`src/rtl/kf_pkg.sv`:
```
// Shared types and constants for the Kalman iteration sequencer.
package kf_pkg;

  localparam int KF_MEASURE_DIM = 6;
  localparam int KF_Z_BEAT_W    = $clog2(KF_MEASURE_DIM);

  typedef enum logic [2:0] {
    ST_IDLE,
    ST_LOAD,
    ST_START,
    ST_RUN,
    ST_FINISH
  } kf_seq_state_t;

endpackage

```
`src/rtl/kf_iter_sequencer_if.sv`:
```
// Valid/ready measurement stream feeding the sequencer; master is the source.
interface kf_iter_sequencer_if #(
  parameter int DATA_WIDTH = 64
);

  logic [DATA_WIDTH-1:0] z_tdata;
  logic                  z_tvalid;
  logic                  z_tlast;
  logic                  z_tready;

  modport master (output z_tdata, output z_tvalid, output z_tlast, input z_tready);
  modport slave  (input z_tdata, input z_tvalid, input z_tlast, output z_tready);

endinterface

```
`src/rtl/kf_meas_loader.sv`:
```
// Deserializes one measurement frame into the Z_k register file and checks
// that tlast lines up with the final beat.
module kf_meas_loader
  import kf_pkg::*;
#(
  parameter int MEASURE_DIM = KF_MEASURE_DIM,
  parameter int DATA_WIDTH  = 64,
  parameter int BEAT_W      = KF_Z_BEAT_W
) (
  input  logic                              clk,
  input  logic                              rst_n,
  input  logic                              load_en,
  input  logic [DATA_WIDTH-1:0]             z_tdata,
  input  logic                              z_tvalid,
  input  logic                              z_tlast,
  output logic                              frame_ok,
  output logic                              frame_bad,
  output logic [MEASURE_DIM*DATA_WIDTH-1:0] z_k
);

  logic [BEAT_W-1:0]                 beat_q, beat_d;
  logic [MEASURE_DIM*DATA_WIDTH-1:0] z_k_q, z_k_d;
  logic                              accept;
  logic                              last_beat;

  // NOTE: every always_comb output gets a default first, so no path leaves a
  // value unassigned and no latch is inferred.
  always_comb begin
    accept    = load_en && z_tvalid;
    last_beat = (beat_q == BEAT_W'(MEASURE_DIM - 1));
    frame_ok  = accept && last_beat && z_tlast;
    frame_bad = accept && (last_beat != z_tlast);
    beat_d    = beat_q;
    z_k_d     = z_k_q;
    if (accept) begin
      z_k_d[int'(beat_q)*DATA_WIDTH +: DATA_WIDTH] = z_tdata;
      // Either a completed or a rejected frame restarts at element 0.
      beat_d = (last_beat || z_tlast) ? '0 : beat_q + BEAT_W'(1);
    end
  end

  // NOTE: the Z_k register file is reset because the core may read it before
  // the first frame arrives; a plain storage array would normally skip reset.
  always_ff @(posedge clk or negedge rst_n) begin
    if (!rst_n) begin
      beat_q <= '0;
      z_k_q  <= '0;
    end else begin
      beat_q <= beat_d;
      z_k_q  <= z_k_d;
    end
  end

  assign z_k = z_k_q;

endmodule

```
`src/rtl/kf_iter_sequencer.sv`:
```
// Iteration sequencer in front of kalman_core: loads Z_k, starts the core and
// counts iterations. Define KF_SEQ_TIMEOUT_EN to add the RUN/FINISH watchdog.
module kf_iter_sequencer
  import kf_pkg::*;
#(
  parameter int MEASURE_DIM    = KF_MEASURE_DIM,
  parameter int DATA_WIDTH     = 64,
  parameter int ITER_W         = 8,
  parameter int TIMEOUT_CYCLES = 100000
) (
  input  logic                              clk,
  input  logic                              rst_n,
  input  logic                              go,
  input  logic [ITER_W-1:0]                 num_iter,
  kf_iter_sequencer_if.slave                z_s,
  output logic                              core_start,
  output logic                              mdi_valid,
  output logic [MEASURE_DIM*DATA_WIDTH-1:0] z_k,
  output logic                              all_z_read,
  input  logic                              iter_done,
  input  logic                              filter_done,
  output logic                              busy,
  output logic [ITER_W-1:0]                 iter_cnt,
  output logic                              seq_done,
  output logic                              frame_err,
  output logic                              timeout
);

  kf_seq_state_t     state_q, state_d;
  logic [ITER_W-1:0] num_iter_q, num_iter_d;
  logic [ITER_W-1:0] iter_cnt_q, iter_cnt_d;
  logic              core_start_q, core_start_d;
  logic              mdi_valid_q, mdi_valid_d;
  logic              all_z_read_q, all_z_read_d;
  logic              seq_done_q, seq_done_d;
  logic              frame_err_q, frame_err_d;
  logic              frame_ok, frame_bad;
  logic              load_en;

`ifdef KF_SEQ_TIMEOUT_EN
  localparam int TO_W = $clog2(TIMEOUT_CYCLES + 1);
  logic [TO_W-1:0] to_cnt_q, to_cnt_d;
  logic            timeout_q, timeout_d;
`else
  logic [31:0] timeout_cfg_unused;
  assign timeout_cfg_unused = 32'(TIMEOUT_CYCLES);
`endif

  assign load_en = (state_q == ST_LOAD);

  kf_meas_loader #(
    .MEASURE_DIM (MEASURE_DIM),
    .DATA_WIDTH  (DATA_WIDTH),
    .BEAT_W      ($clog2(MEASURE_DIM))
  ) u_loader (
    .clk       (clk),
    .rst_n     (rst_n),
    .load_en   (load_en),
    .z_tdata   (z_s.z_tdata),
    .z_tvalid  (z_s.z_tvalid),
    .z_tlast   (z_s.z_tlast),
    .frame_ok  (frame_ok),
    .frame_bad (frame_bad),
    .z_k       (z_k)
  );

  always_comb begin
    state_d      = state_q;
    num_iter_d   = num_iter_q;
    iter_cnt_d   = iter_cnt_q;
    all_z_read_d = all_z_read_q;
    core_start_d = 1'b0;
    seq_done_d   = 1'b0;
    frame_err_d  = frame_bad;

    case (state_q)
      ST_IDLE: begin
        if (go && (num_iter != '0)) begin
          num_iter_d = num_iter;
          iter_cnt_d = '0;
          state_d    = ST_LOAD;
        end else if (go) begin
          seq_done_d = 1'b1;
        end
      end
      ST_LOAD: begin
        if (frame_ok) begin
          // Only the very first frame of a run needs the core start strobe.
          state_d = (iter_cnt_q == '0) ? ST_START : ST_RUN;
          if (iter_cnt_q == num_iter_q - ITER_W'(1)) all_z_read_d = 1'b1;
        end
      end
      ST_START: begin
        core_start_d = 1'b1;
        state_d      = ST_RUN;
      end
      ST_RUN: begin
        if (iter_done) begin
          if (iter_cnt_q != num_iter_q) iter_cnt_d = iter_cnt_q + ITER_W'(1);
          state_d = (iter_cnt_d == num_iter_q) ? ST_FINISH : ST_LOAD;
        end
      end
      ST_FINISH: begin
        if (filter_done) begin
          seq_done_d = 1'b1;
          state_d    = ST_IDLE;
        end
      end
      default: state_d = ST_IDLE;
    endcase

`ifdef KF_SEQ_TIMEOUT_EN
    // The watchdog overrides any normal completion in the same cycle.
    timeout_d = 1'b0;
    if ((state_q == ST_RUN || state_q == ST_FINISH) &&
        (to_cnt_q == TO_W'(TIMEOUT_CYCLES - 1))) begin
      timeout_d  = 1'b1;
      seq_done_d = 1'b0;
      state_d    = ST_IDLE;
    end
    to_cnt_d = to_cnt_q;
    if (state_d != state_q)                             to_cnt_d = '0;
    else if (state_q == ST_RUN || state_q == ST_FINISH) to_cnt_d = to_cnt_q + TO_W'(1);
`endif

    if (state_d == ST_IDLE) all_z_read_d = 1'b0;
    mdi_valid_d = (state_d == ST_RUN);
  end

  // NOTE: sequential state uses non-blocking assignments so every flop samples
  // the pre-edge values, independent of statement order.
  always_ff @(posedge clk or negedge rst_n) begin
    if (!rst_n) begin
      state_q      <= ST_IDLE;
      num_iter_q   <= '0;
      iter_cnt_q   <= '0;
      core_start_q <= 1'b0;
      mdi_valid_q  <= 1'b0;
      all_z_read_q <= 1'b0;
      seq_done_q   <= 1'b0;
      frame_err_q  <= 1'b0;
`ifdef KF_SEQ_TIMEOUT_EN
      to_cnt_q     <= '0;
      timeout_q    <= 1'b0;
`endif
    end else begin
      state_q      <= state_d;
      num_iter_q   <= num_iter_d;
      iter_cnt_q   <= iter_cnt_d;
      core_start_q <= core_start_d;
      mdi_valid_q  <= mdi_valid_d;
      all_z_read_q <= all_z_read_d;
      seq_done_q   <= seq_done_d;
      frame_err_q  <= frame_err_d;
`ifdef KF_SEQ_TIMEOUT_EN
      to_cnt_q     <= to_cnt_d;
      timeout_q    <= timeout_d;
`endif
    end
  end

  assign z_s.z_tready = (state_q == ST_LOAD);
  assign busy         = (state_q != ST_IDLE);
  assign core_start   = core_start_q;
  assign mdi_valid    = mdi_valid_q;
  assign all_z_read   = all_z_read_q;
  assign iter_cnt     = iter_cnt_q;
  assign seq_done     = seq_done_q;
  assign frame_err    = frame_err_q;
`ifdef KF_SEQ_TIMEOUT_EN
  assign timeout      = timeout_q;
`else
  assign timeout      = 1'b0;
`endif

endmodule
```
`src/flat_wrapper.sv`:
```
// flat-port wrapper written by rule: the top's interface ports become plain ports
module kf_iter_sequencer_flat import kf_pkg::*;
#(
  parameter int MEASURE_DIM    = KF_MEASURE_DIM,
  parameter int DATA_WIDTH     = 64,
  parameter int ITER_W         = 8,
  parameter int TIMEOUT_CYCLES = 100000
)
  (clk, rst_n, go, num_iter, core_start, mdi_valid, z_k, all_z_read, iter_done, filter_done, busy, iter_cnt, seq_done, frame_err, timeout, z_s_z_tdata, z_s_z_tvalid, z_s_z_tlast, z_s_z_tready);
  kf_iter_sequencer_if #(.DATA_WIDTH(DATA_WIDTH)) z_s_i ();
  input  logic clk;
  input  logic rst_n;
  input  logic go;
  input  logic [ITER_W-1:0] num_iter;
  output logic core_start;
  output logic mdi_valid;
  output logic [MEASURE_DIM*DATA_WIDTH-1:0] z_k;
  output logic all_z_read;
  input  logic iter_done;
  input  logic filter_done;
  output logic busy;
  output logic [ITER_W-1:0] iter_cnt;
  output logic seq_done;
  output logic frame_err;
  output logic timeout;
  input wire logic [$bits(z_s_i.z_tdata)-1:0] z_s_z_tdata;
  input wire logic [$bits(z_s_i.z_tvalid)-1:0] z_s_z_tvalid;
  input wire logic [$bits(z_s_i.z_tlast)-1:0] z_s_z_tlast;
  output wire logic [$bits(z_s_i.z_tready)-1:0] z_s_z_tready;
  assign z_s_i.z_tdata = z_s_z_tdata;
  assign z_s_i.z_tvalid = z_s_z_tvalid;
  assign z_s_i.z_tlast = z_s_z_tlast;
  assign z_s_z_tready = z_s_i.z_tready;
  kf_iter_sequencer #(.MEASURE_DIM(MEASURE_DIM), .DATA_WIDTH(DATA_WIDTH), .ITER_W(ITER_W), .TIMEOUT_CYCLES(TIMEOUT_CYCLES)) u_core (.clk(clk), .rst_n(rst_n), .go(go), .num_iter(num_iter), .z_s(z_s_i), .core_start(core_start), .mdi_valid(mdi_valid), .z_k(z_k), .all_z_read(all_z_read), .iter_done(iter_done), .filter_done(filter_done), .busy(busy), .iter_cnt(iter_cnt), .seq_done(seq_done), .frame_err(frame_err), .timeout(timeout));
endmodule
```
`config.mk`:
```
export PLATFORM = sky130hd
export DESIGN_NAME = kf_iter_sequencer_flat
export DESIGN_NICKNAME = d
export VERILOG_FILES = /design/src/rtl/kf_pkg.sv /design/src/rtl/kf_iter_sequencer_if.sv /design/src/rtl/kf_meas_loader.sv /design/src/rtl/kf_iter_sequencer.sv /design/src/flat_wrapper.sv
export SDC_FILE = /design/constraint.sdc
export NUM_CORES = 1
export LEC_CHECK = 0
export ABC_CLOCK_PERIOD_IN_PS = 3080
export CAP_MARGIN = 10
export CORE_UTILIZATION = 47
export CTS_CLUSTER_SIZE = 40
export DETAILED_ROUTE_END_ITERATION = 16
export HOLD_SLACK_MARGIN = 0.08
export PLACE_DENSITY = 0.8
export REMOVE_ABC_BUFFERS = 1
export SLEW_MARGIN = 15
export SYNTH_ARGS = -nofsm -noshare
export SYNTH_HDL_FRONTEND = slang
export SYNTH_SLANG_ARGS = --single-unit
```
`constraint.sdc`:
```
create_clock -name clk -period 3.08 [get_ports clk]
set_input_delay 0.77 -clock clk [delete_from_list [all_inputs] [get_ports clk]]
set_output_delay 0.77 -clock clk [all_outputs]
set_load 0.05 [all_outputs]
```
# After elaboration in Yosys (flattened, before gate mapping)
# Index checks and enable logic that the tools add are counted.
dict set report totals {
  regBits 411
  latchBits 0
  mem_bits_rw 0
  mem_bits_ro 0
  inputBits 79
  output_inout_bits 400
  wordCells 70
  memories 0
}
dict set report classes {
  addsub 4
  n_mul 0
  div 0
  n_lt_le_gt_ge 0
  n_eq_ne 12
  shifts 2
  muxes 24
  bitwise 0
  n_reduce_logical 18
}
# cell count
set ops {}
lappend ops {{bitwise mux 384 bit} 1}
lappend ops {{variable shift 64 x 33 -> 384 bit, first input constant} 1}
lappend ops {{variable part select 64 x 33 -> 384 bit} 1}
lappend ops {{2-to-1 mux 8 bit} 5}
lappend ops {{negator 9 -> 33 bit} 1}
lappend ops {{2-to-1 mux 3 bit} 6}
lappend ops {{== test 8 bit} 2}
lappend ops {{case mux 8 bit (2 select lines)} 1}
lappend ops {{case mux 3 bit (5 select lines)} 1}
lappend ops {{== test 3 x 2 -> 1 bit, second input constant} 3}
lappend ops {{2-to-1 mux 1 bit} 9}
lappend ops {{adder 8 x 1 -> 8 bit, second input constant} 1}
lappend ops {{zero test 8 bit} 1}
lappend ops {{!= test 8 bit} 1}
lappend ops {{nonzero test 2 bit} 4}
lappend ops {{nonzero test 8 bit} 1}
lappend ops {{subtractor 8 x 1 -> 8 bit, second input constant} 1}
lappend ops {{== test 3 bit, second input constant} 2}
lappend ops {{zero test 3 bit} 2}
lappend ops {{AND reduction 3 bit} 2}
lappend ops {{logical AND 1 bit} 5}
lappend ops {{adder 3 x 1 -> 3 bit, second input constant} 1}
lappend ops {{== test 3 x 1 -> 1 bit, second input constant} 1}
lappend ops {{nonzero test 3 bit} 1}
lappend ops {{other kinds (6)} 6}

# Longest topological paths before layout
# Gate-level depths: netlist of the first run.
dict set report logic_depth {
  depth_word 11
  depth_mapped 10
  mapped_depth_nobuf 8
}

# Modules after synthesis
# Synthesis of the first run repeated with hierarchy kept, for this count alone.
dict set report hier_totals {
  cells_unflattened 1512
  area_unflattened_um2 18099.9
}
# mod instances cells_each area_each_um2 seq_area_each_um2
set by_module_without_submodules {}
lappend by_module_without_submodules {kf_meas_loader 1 1317 16408.2 9684.3}
lappend by_module_without_submodules {kf_iter_sequencer 1 195 1691.6 600.6}

# Least setup slack after synthesis of the first run
# No wires, ideal clock.
dict set report synth_timing {
  path_type {reg2reg}
  startpoint {reg u_core.state_q[1]}
  endpoint {reg u_core.u_loader.z_k_q[120] (netlist: u_core.u_loader.z_k[120])}
  setup_time_ns 0.135
  arrival_time_ns 2.755
  required_time_ns 2.945
  setup_slack_ns 0.190
  stages_incl_launch_ff 10
  path_buffers 4
  period_less_slack_ns 2.890
  cell_sequence {dfrtp_1 > buf_2 > nor3_1 > and2_1 > buf_2 > nand3_2 > clkbuf_1 > buf_1 > nand2_1 > o21ai_0}
}
dict set report synth_between {
  elab_chain_cells 2
}
# item line_no
set synth_lines {}
lappend synth_lines {{start: declaration} kf_iter_sequencer.sv:29} ;# kf_seq_state_t state_q, state_d;
lappend synth_lines {{start signal: assignment} kf_iter_sequencer.sv:147} ;# state_q <= state_d;
lappend synth_lines {{== test 3 x 1 -> 1 bit} --}
lappend synth_lines {{net z_s_z_tready} flat_wrapper.sv:29} ;# output wire logic [$bits(z_s_i.z_tready)-1:0] z_s_z_tready;
lappend synth_lines {{logical AND 1 bit} kf_meas_loader.sv:29} ;# accept = load_en && z_tvalid;
lappend synth_lines {{end signal: assignment} kf_meas_loader.sv:50} ;# z_k_q <= z_k_d;
lappend synth_lines {{end: declaration} kf_meas_loader.sv:22} ;# logic [MEASURE_DIM*DATA_WIDTH-1:0] z_k_q, z_k_d;
# The timed path passes the listed nets, and every way through them passes these cells.
# A chain may end at the register's enable or synchronous reset.

# Worst setup path after layout of the first run
dict set report layout_timing {
  startpoint {reg u_core.state_q[2]}
  endpoint {out busy}
}
dict set report layout_between {
  elab_chain_cells 1
}
# item line_no
set layout_lines {}
lappend layout_lines {{nonzero test 3 bit} kf_iter_sequencer.sv:163} ;# assign busy = (state_q != ST_IDLE);
lappend layout_lines {{end: declaration} flat_wrapper.sv:21} ;# output logic busy;
# Every way passes these cells.

==> results of run 1 <==
==> through the flow <==
step	instances	utilization, %	hold slack [ps]	power (W)
finish	2446	69.1	465	0.0269
global route	2446	69.1	483	0.0279
CTS	2442	69.1	82.6	0.0270
detailed placement	2366	64.5	455	0.0213
global placement	2366	64.5	450	0.0210
floorplan	1402	-	474	0.0162
==> layout by cell type, fill, tap and decap left out, types with 7 or more instances in the layout <==
cell type	n
mux2_2	43
o21ai_1	144
bufinv_16	9
nand2_1	481
inv_1	11
clkbuf_1	7
nor3_1	9
clkdlybuf4s50_1	475
clkbuf_16	43
dfrtp_1	411
clkbuf_8	8
a31oi_1	10
xnor2_1	8
mux2_1	105
o21ai_0	45
nor2_1	13
nand3_1	32
a21oi_1	8
ha_1	8
xor2_1	11
buf_4	20
buf_12	19
==> final cells by class <==
| type | instances | area [sq um] |
|---|---|---|
| Fill cell | 2349 | 10400 |
| Sequential cell | 411 | 10300 |
| Multi-Input combinational cell | 978 | 5570 |
| Timing Repair Buffer | 517 | 5320 |
| Clock buffer | 58 | 1210 |
| Tap cell | 448 | 561 |
| Clock inverter | 18 | 342 |
| Inverter | 13 | 48.8 |
| Antenna cell | 3 | 7.51 |
==> routing by layer <==
layer	share of wire (%)	global-route usage [%]	vias up
li1	-	-	5939
met1	38	35.7	6469
met2	48	47.0	585
met3	8.3	7.30	131
met4	5.1	13.8	0
met5	0	0	-
==> Yosys cell counts (2+ instances only) <==
library cell and number:
o21ai_1 144, a31oi_1 10, buf_1 4, and2_1 3, a21oi_1 8, buf_2 26
nor3_1 10, nand2b_1 3, nand4_1 3, dfrtp_1 411, and4_1 2, nor4_2 2
nand2_1 482, nor2_1 13, and3_1 3, inv_2 2, or4_1 4, buf_4 2
o21ai_0 45, nand3_1 33, nor2b_1 5, inv_1 11, mux2_1 105, xor2_1 11
ha_1 8, mux2_2 43, a211oi_1 4, nand3b_1 2, nand3_2 2, xnor2_1 8
mux2i_1 3, clkbuf_1 56
==> worst max path at each step <==
stage	to	slack [ps]	cells past startpoint
floorplan	u_core.u_loader.z_k[126]	-1260	5
global placement	u_core.u_loader.z_k[326]	250	6
detailed placement	u_core.u_loader.z_k[359]	200	6
CTS	z_s_z_tready	60	2
global route	busy	50	2
finish	busy	100	2
==> kinds of logic after synthesis <==
family,count (synthesis),synth area share [%]
xor gates and xnor gates,19,1.03
buffers and inverters,102,2.65
and+or+nand+nor,577,14.6
DFF,411,63.4
other,1,0.0231
adders and majority gates,8,0.617
AOI/OAI and AO/OA,222,7.21
muxes,151,10.5
==> state kept, by name, summed over array words and instances, names as in the netlist <==
name                    cells
u_core.u_loader.z_k       384
u_core.iter_cnt             8
u_core.num_iter_q           8
u_core.state_q              3
u_core.u_loader.beat_q      3
u_core.all_z_read           1
u_core.core_start           1
u_core.frame_err            1
u_core.mdi_valid            1
u_core.seq_done             1
==> report_power, final <==
part	switching (W)	internal [W]	leakage [nW]	total, W
combinational	0.00895	0.00419	4.14	0.0131
sequential	0.00107	0.00710	5.48	0.00817
clock	0.00211	0.00352	0.764	0.00563
total	0.0121	0.0148	10.4	0.0269
==> worst max-delay path: stages, from the launching register on <==
cell and delay, ps:
dfrtp_1 470, or3_1 480, clkdlybuf4s50_1 730
==> timing repair <==
action                     4_1_cts  5_1_grt
gates resized for setup          0        1
hold endpoints to repair         0        1
hold buffers                     0        1
setup endpoints to repair        0        1
==> results.sh, run 1 <==
export IMPL_slew_headroom_pct=47.0
export IMPL_cts_buffers=42
export IMPL_drv_slew=0
export IMPL_timing_final_crit_share_pct=96.7
export IMPL_whs_path_depth=2
export IMPL_ios=479
export IMPL_clk_latency_ps=540
export IMPL_core_area_sq_um=33800
export IMPL_nNetsFinal=2050
export IMPL_cts_sinks=411
export IMPL_syn_instance_count=1491
export IMPL_setup_viol=0
export IMPL_setup_tns_ps=0
export IMPL_skew_ps=18.3
export IMPL_ys_top_cells_by_area="dfrtp_1 63%, nand2_1 11%, mux2_1 7.3%"
export IMPL_drc=0
export IMPL_startpoint="u_core.state_q[2]"
export IMPL_seq_area_frac_synth_pct=63.4
export IMPL_cp_max_fo=9
export IMPL_ys_warn_count=0
export IMPL_postCtsSetupRepairBufs=0
export IMPL_power_density_nw_per_um2=1150
export IMPL_max_freq_mhz=336
export IMPL_synthToLayoutAreaGrowth_pct=43.9
export IMPL_overflow=0
export IMPL_clockBufferDepth=3
export IMPL_initial_core_util_pct=48.0
export IMPL_cts_root_buf="clkbuf_16"
export IMPL_path_clk_slew_ps=60
export IMPL_synth_edf_count=0
export IMPL_dpl_cell_area_sq_um=21800
export IMPL_synth_top_area_share_pct=63.4
export IMPL_drtIter0Drc=886
export IMPL_ys_ff_latch=411
export IMPL_hold_viol_final=0
export IMPL_drtAntennaViolNets=0
export IMPL_antenna_found_initial=3
export IMPL_grt_pass1_wl_um=78300
export IMPL_r2r_start="u_core.u_loader.beat_q[1]"
export IMPL_hp_start="u_core.u_loader.z_k[251]"
export IMPL_numPortBuffers=477
export IMPL_syn_area_per_cell_sq_um=10.9
export IMPL_start_kind="register"
export IMPL_grt_max_degree=88
export IMPL_maxCapViolations=0
export IMPL_post_place_ws_ps=196
export IMPL_yosysUniqueCellTypes=55
export IMPL_status="complete, no violations"
export IMPL_path_class="register to primary output"
export IMPL_drt_pass1_iter_count=5
export IMPL_setup_ws_ps=101
export IMPL_rows=67
export IMPL_grt_use_total_pct=28.7
export IMPL_worstRegToRegCells=9
export IMPL_setup_worst_path_end_class="primary output"
export IMPL_stdcell_area_sq_um=23300
export IMPL_r2r_end="u_core.u_loader.z_k[189]"
export IMPL_die_w_um=188
export IMPL_synthArstFlopShare_pct=100
export IMPL_worstPathRequired_ps=2310
export IMPL_tritoncts="done"
export IMPL_total_leakage_power_nw=10.4
export IMPL_drive_gt1_share_pct=8.57
export IMPL_via_per_inst=5.37
export IMPL_hpwl_um=34800
export IMPL_yosysTopAreaCell="dfrtp_1"
export IMPL_vdd_drop_max_uv=758
export IMPL_gp_congestion=0.840
export IMPL_hp_class="register to register"
export IMPL_min_to="u_core.u_loader.z_k[251]"
export IMPL_worst_pin_slew_ps=795
export IMPL_synthFlopType="dfrtp_1"
export IMPL_rsz0062_at_grt="no"
export IMPL_vias=13124
export IMPL_die_y_um=188
export IMPL_grt_pass1_vias=13346
export IMPL_htree_levels=2
export IMPL_critPathArrivalTime_ps=2210
export IMPL_wl_per_cell_um=20.6
export IMPL_reg2reg_slack_ps=580
export IMPL_netlist_area_sq_um=16200
export IMPL_wirelength_um=50300
export IMPL_fin_crit_ps=2980
export IMPL_dieArea_sq_um=35300
No activity file was read; power rests on OpenSTA's default activity.
==> run 2: changes to the inputs <==
- TNS_END_PERCENT: not set -> 5
==> results of run 2 <==
The final DEF is identical to that of run 1; final timing and power are the same.
==> run 3: changes to the inputs <==
- SKIP_LAST_GASP: not set -> 1
==> results of run 3 <==
The final DEF is identical to that of run 1; final timing and power are the same.
